`src/rtl/uart_rx_sniffer.sv`:
```
// UART line monitor: 16x oversampled receiver with 3-sample majority vote,
// parity/framing/break/overrun detection and a show-ahead receive FIFO.
module uart_rx_sniffer #(
   parameter int DATA_W     = 8,
   parameter int FIFO_DEPTH = 16,
   parameter int DIV_W      = 16
) (
   input  logic                        HCLK,
   input  logic                        HRESET,
   input  logic                        rx,
   input  logic [DIV_W-1:0]            baud_div,
   input  logic [3:0]                  data_bits,
   input  logic [1:0]                  parity_mode,
   input  logic                        stop2,
   input  logic                        rd_en,
   output logic [DATA_W-1:0]           rd_data,
   output logic                        rd_valid,
   output logic [$clog2(FIFO_DEPTH):0] fifo_level,
   output logic                        frame_err,
   output logic                        parity_err,
   output logic                        overrun_err,
   output logic                        break_det,
   input  logic                        err_clr
);

   localparam int AW = $clog2(FIFO_DEPTH);
   localparam int LW = AW + 1;

   typedef enum logic [2:0] {IDLE, START, DATA, PARITY, STOP1, STOP2} state_t;

   function automatic logic maj3(input logic a, input logic b, input logic c);
      return (a & b) | (a & c) | (b & c);
   endfunction

   function automatic logic [3:0] clamp_bits(input logic [3:0] b);
      if (b < 4'd5)
         return 4'd5;
      else if (b > 4'(DATA_W))
         return 4'(DATA_W);
      else
         return b;
   endfunction

   logic              rx_p0, rx_p1, rx_p2;
   state_t            state;
   logic [DIV_W-1:0]  div_cnt;
   logic [3:0]        sub_cnt, bit_cnt, nbits;
   logic              s7, s8;
   logic [DATA_W-1:0] shreg;
   logic              par_bit, stops_one, stops_zero;
   logic              tick, vote, finish, par_en, par_bad;
   logic              stops_one_f, stops_zero_f, data_zero;

   logic              vld_p0;
   logic [DATA_W-1:0] data_p0;
   logic              frame_set_p0, parity_set_p0, break_set_p0;

   logic [DATA_W-1:0] mem [FIFO_DEPTH];
   logic [AW-1:0]     wr_ptr, rd_ptr;
   logic [LW-1:0]     level;
   logic              pop, full, wr_ok;

   // stage p0..p2: input synchroniser plus one extra flop for edge detection
   always_ff @(posedge HCLK) begin
      if (HRESET) begin
         rx_p0 <= 1'b1;
         rx_p1 <= 1'b1;
         rx_p2 <= 1'b1;
      end else begin
         rx_p0 <= rx;
         rx_p1 <= rx_p0;
         rx_p2 <= rx_p1;
      end
   end

   always_comb begin
      nbits        = clamp_bits(data_bits);
      tick         = (state != IDLE) && (div_cnt == baud_div);
      vote         = maj3(s7, s8, rx_p1);
      par_en       = (parity_mode == 2'd1) || (parity_mode == 2'd2);
      par_bad      = par_en && (par_bit != ((parity_mode == 2'd2) ? ~(^shreg) : (^shreg)));
      finish       = tick && (sub_cnt == 4'd9) &&
                     (((state == STOP1) && !stop2) || (state == STOP2));
      stops_one_f  = stops_one & vote;
      stops_zero_f = stops_zero & ~vote;
      data_zero    = (shreg == '0) && !(par_en && par_bit);
   end

   always_ff @(posedge HCLK) begin
      if (HRESET) begin
         state         <= IDLE;
         div_cnt       <= '0;
         sub_cnt       <= '0;
         bit_cnt       <= '0;
         s7            <= 1'b0;
         s8            <= 1'b0;
         shreg         <= '0;
         par_bit       <= 1'b0;
         stops_one     <= 1'b1;
         stops_zero    <= 1'b1;
         vld_p0        <= 1'b0;
         data_p0       <= '0;
         frame_set_p0  <= 1'b0;
         parity_set_p0 <= 1'b0;
         break_set_p0  <= 1'b0;
      end else begin
         vld_p0        <= 1'b0;
         frame_set_p0  <= 1'b0;
         parity_set_p0 <= 1'b0;
         break_set_p0  <= 1'b0;
         if (state == IDLE) begin
            div_cnt <= '0;
            sub_cnt <= '0;
            // After a break the line is still low, so no edge is seen until it idles high again.
            if (rx_p2 && !rx_p1) begin
               state      <= START;
               bit_cnt    <= '0;
               shreg      <= '0;
               par_bit    <= 1'b0;
               stops_one  <= 1'b1;
               stops_zero <= 1'b1;
            end
         end else if (!tick) begin
            div_cnt <= div_cnt + DIV_W'(1);
         end else begin
            div_cnt <= '0;
            sub_cnt <= sub_cnt + 4'd1;
            if (sub_cnt == 4'd7) s7 <= rx_p1;
            if (sub_cnt == 4'd8) s8 <= rx_p1;
            if (finish) begin
               state <= IDLE;
               if (!stops_one_f) begin
                  if (data_zero && stops_zero_f)
                     break_set_p0 <= 1'b1;
                  else
                     frame_set_p0 <= 1'b1;
               end else begin
                  vld_p0        <= 1'b1;
                  data_p0       <= shreg;
                  parity_set_p0 <= par_bad;
               end
            end else begin
               case (state)
                  START: begin
                     if ((sub_cnt == 4'd9) && vote)
                        state <= IDLE;
                     else if (sub_cnt == 4'd15)
                        state <= DATA;
                  end
                  DATA: begin
                     if (sub_cnt == 4'd9)
                        shreg <= shreg | (DATA_W'(vote) << bit_cnt);
                     if (sub_cnt == 4'd15) begin
                        if (bit_cnt == nbits - 4'd1)
                           state <= par_en ? PARITY : STOP1;
                        else
                           bit_cnt <= bit_cnt + 4'd1;
                     end
                  end
                  PARITY: begin
                     if (sub_cnt == 4'd9)  par_bit <= vote;
                     if (sub_cnt == 4'd15) state   <= STOP1;
                  end
                  STOP1: begin
                     // only reached here with two stop bits; the one-stop case finishes above
                     if (sub_cnt == 4'd9) begin
                        stops_one  <= vote;
                        stops_zero <= ~vote;
                     end
                     if (sub_cnt == 4'd15) state <= STOP2;
                  end
                  default: ;
               endcase
            end
         end
      end
   end

   always_comb begin
      pop   = rd_en && (level != '0);
      full  = (level == LW'(FIFO_DEPTH));
      wr_ok = vld_p0 && (!full || pop);
   end

   // stage p1: FIFO write and sticky flag update, one cycle after frame completion
   always_ff @(posedge HCLK) begin
      if (HRESET) begin
         for (int i = 0; i < FIFO_DEPTH; i++) mem[i] <= '0;
         wr_ptr      <= '0;
         rd_ptr      <= '0;
         level       <= '0;
         frame_err   <= 1'b0;
         parity_err  <= 1'b0;
         overrun_err <= 1'b0;
         break_det   <= 1'b0;
      end else begin
         if (wr_ok) begin
            mem[wr_ptr] <= data_p0;
            wr_ptr      <= wr_ptr + AW'(1);
         end
         if (pop) rd_ptr <= rd_ptr + AW'(1);
         if (wr_ok && !pop)
            level <= level + LW'(1);
         else if (!wr_ok && pop)
            level <= level - LW'(1);
         frame_err   <= (frame_err   & ~err_clr) | frame_set_p0;
         parity_err  <= (parity_err  & ~err_clr) | parity_set_p0;
         break_det   <= (break_det   & ~err_clr) | break_set_p0;
         overrun_err <= (overrun_err & ~err_clr) | (vld_p0 && full && !pop);
      end
   end

   assign rd_data    = mem[rd_ptr];
   assign rd_valid   = (level != '0);
   assign fifo_level = level;

endmodule

```
`config.mk`:
```
export PLATFORM = sky130hd
export DESIGN_NAME = uart_rx_sniffer
export DESIGN_NICKNAME = d
export VERILOG_FILES = /design/src/rtl/uart_rx_sniffer.sv
export SDC_FILE = /design/constraint.sdc
export NUM_CORES = 1
export LEC_CHECK = 0
export CORE_MARGIN = 3
export CORE_UTILIZATION = 45
export DETAILED_ROUTE_END_ITERATION = 10
export PLACE_DENSITY = 0.6
export SETUP_SLACK_MARGIN = 0.2
export SYNTH_ARGS = -nofsm -noshare
export SYNTH_HDL_FRONTEND = slang
export SYNTH_SLANG_ARGS = --single-unit
export TNS_END_PERCENT = 20
```
`constraint.sdc`:
```
create_clock -name HCLK -period 3.4 [get_ports HCLK]
set_clock_uncertainty 0.15 [all_clocks]
set_input_delay 0.68 -clock HCLK [delete_from_list [all_inputs] [get_ports HCLK]]
set_output_delay 0.68 -clock HCLK [all_outputs]
set_load 0.02 [all_outputs]
```
==> flow_summary.yaml <==
worst_setup_path:
  cp_max_fo: 11
  cp.required_ns: 2.57
  endpoint_kind: "output pin"
  cp.arrival_ns: 2.40
  crit_buf_inv: 3
  path_class: "register to output pin"
  crit_family: "multiplexers"
  worstPathCellList: "buf_16 > buf_4 > mux4_2 > mux4_2 > buf_2"
  crit_slowest_cell: "mux4_2"
  cpMostUsedCell: "mux4_2"
  cp-start-kind: "register"
  max_stage_delay_ns: 0.53
synth:
  synth_top_area_frac: 0.398
  yosys-top-cells-count: "and2_1, edfxtp_1, dfxtp_1"
  synth_warnings: 0
  async_reset_ff_frac: 0
  synth_area_per_cell_um2: 12.6
  synth_top_flop_cell: "edfxtp_1"
  synth_seq_cells: 204
  synth_nets: 818
  netlist_area_um2: 9660
  synth.distinct_cells: 64
  seq_area_frac_synth: 0.555
  synth_edf_count: 128
  synthTopCellsByArea: "edfxtp_1, dfxtp_1, mux4_2"
  syn_inst: 769
  yosysMostFrequentCell: "and2_1"
  yosysTopAreaCell: "edfxtp_1"
timing:
  slew_violations: 0
  worst_pin_slew_ns: 0.707
  setup_viol: 0
  holdWs_ns: 0.273
  slew_headroom: 0.528
  final_hold_viol_count: 0
  rsz0062_at_grt: "true"
  period_needed_ns: 3.23
  min_period_over_period: 0.949
  fmax_mhz: 310
floorplan:
  dieArea_um2: 23300
  coreArea_um2: 20700
  die_y_um: 153
  pin_count: 46
  fp-row-count: 52
  initial_utilization: 0.467
  die_w_um: 153
final_layout:
  fin_util: 0.546
  area_growth_pct: 17.0
  diodes: 0
  stdcell_count: 1121
  drive_above_1_share: 0.187
  final_net_count: 884
  final_cell_area_um2: 11300
detailed_routing:
  antenna_left: 0
  wl_per_cell_um: 18.5
  viasPerCell: 5.27
  vias: 5909
  wl_mm: 20.8
  drtPass1Iterations: 4
  drc: 0
  first_iter_violations: 251
global_route:
  grt_overflow: 0
  antenna_found_initial: 0
  grt_pass1_wl_mm: 33.6
  grt_max_degree: 33
  first_global_vias: 6285
  grt_use_total: 0.179
run:
  drv_cap: 0
power_and_ir_drop:
  power.share.combinational: 0.213
  pwr-share-clk: 0.362
  switchingPower_mw: 1.73
  p_sw_frac: 0.257
  p_int_mw: 5.00
  leakage_nw: 4.03
  ir_worst_vdd_uv: 317
  seqPwrFrac: 0.425
  p_per_area_nw_per_um2: 595
clocking:
  clock_sinks: 204
  clk_pin_slew_worst_paths_ns: 0.06
  cts_made_buffers: 22
  cts_root_buf: "clkbuf_16"
  clockBufferDepth: 3
  cts_tree: "built"
  cts.htree.levels: 1
  clk_latency_ns: 0.50
  cts-hold-fix-buffers: 0
placement:
  port_buffers: 45
  hpwl_mm: 14.3
  dpl.cell_count: 1073
  gp_congestion: 0.805
  placed_cell_area_um2: 10500
worst_hold_path:
  hold_class: "register to register"
status:
  outcome: "finished clean"
## power by group through the flow
stage          clock network (mW)  registers, mW  logic (mW)
5_1_grt                      2.58           2.88        1.54
2_1_floorplan                   0           2.88       0.858
3_5_place_dp                    0           2.88        1.34
3_3_place_gp                    0           2.88        1.30
4_1_cts                      2.50           2.85        1.45
6_report                     2.44           2.86        1.43
## cell type report
| class | instances | area [um2] |
|---|---|---|
| inverters | 20 | 75.1 |
| flip-flops and latches | 204 | 5370 |
| clock inverters | 9 | 67.6 |
| clock buffers | 31 | 688 |
| multi-input cells | 509 | 4040 |
| repair buffers | 78 | 731 |
| fillers | 1738 | 9380 |
| well taps | 270 | 338 |
## worst paths after layout
kind	start	end	slack, ns	cells past startpoint
min	rx_p0$_SDFF_PP1_	rx_p1$_SDFF_PP1_	0.27	1
max	register	rd_data[3]	0.17	5
min reg2reg	rx_p0$_SDFF_PP1_	rx_p1$_SDFF_PP1_	0.27	1
max reg2reg	fifo_level[0]$_SDFFE_PP0P_	fifo_level[4]$_SDFFE_PP0P_	0.37	13
## logic make-up after synthesis
| group | synth area share |
|---|---|
| and+or+nand+nor | 0.187 |
| DFF | 0.555 |
| AOI/OAI and AO/OA | 0.0460 |
| buffers and inverters | 0.0291 |
| muxes | 0.108 |
| xor gates and xnor gates | 0.0449 |
| adders and majority gates | 0.0302 |
## cell usage in the layout, fill, tap and decap left out, types with 9 or more instances in the layout
cell type / synthesis / final
and2_1: 130 / 129
edfxtp_1: 128 / 128
dfxtp_1: 76 / 73
nor2_1: 71 / 71
mux4_2: 40 / 40
clkdlybuf4s50_1: 0 / 36
xnor2_1: 31 / 31
nand2_1: 30 / 30
buf_4: 1 / 28
clkbuf_16: 0 / 25
or2_2: 23 / 23
a21oi_1: 21 / 21
inv_1: 20 / 20
ha_1: 20 / 20
xor2_1: 16 / 16
mux2i_1: 14 / 14
nand3_1: 11 / 11
o21ai_0: 10 / 10
nand4_1: 9 / 9
buf_2: 4 / 9
## flip-flops by register name, indices dropped and copies added, names as in the netlist, 3 cells and up, named ones only
signal	flops
div_cnt	16
wr_ptr	4
fifo_level	5
rd_ptr	4
shreg	8
bit_cnt	4
mem	128
sub_cnt	4
data_p0	8
state	3
## repair_timing
action,4_1_cts,5_1_grt
endpoints found under the hold margin,0,0
gates cloned,2,0
gates resized for setup,35,6
buffers inserted,6,0
endpoints found under the setup margin,9,9
## stage by stage
| stage | TNS [ns] | power (mW) | worst slack, ns |
|---|---|---|---|
| after floorplan | 0 | 3.74 | 0.222 |
| after global placement | -0.0809 | 4.18 | -0.0740 |
| after detailed placement | -0.167 | 4.22 | -0.122 |
| after CTS | 0 | 6.80 | 0.136 |
| after global routing | 0 | 7.00 | 0.127 |
| final | 0 | 6.73 | 0.173 |
## routing by layer
metal | part of all wire | track usage
met5 | 0 | 0
met4 | 0.021 | 0.0526
met3 | 0.041 | 0.0222
met2 | 0.52 | 0.323
met1 | 0.42 | 0.227
## worst reg2reg max path: stages, from the launching register on
cell and delay, ns:
dfxtp_2 0.37, nor4_4 0.31, buf_4 0.17, nand2b_1 0.08, and2_2 0.25, inv_1 0.08
ha_1 0.19, inv_1 0.11, ha_1 0.34, a21o_1 0.20, a21oi_1 0.17, xnor2_1 0.09
or3_1 0.31, a21oi_1 0.15
No activity file was read; power rests on OpenSTA's default activity.
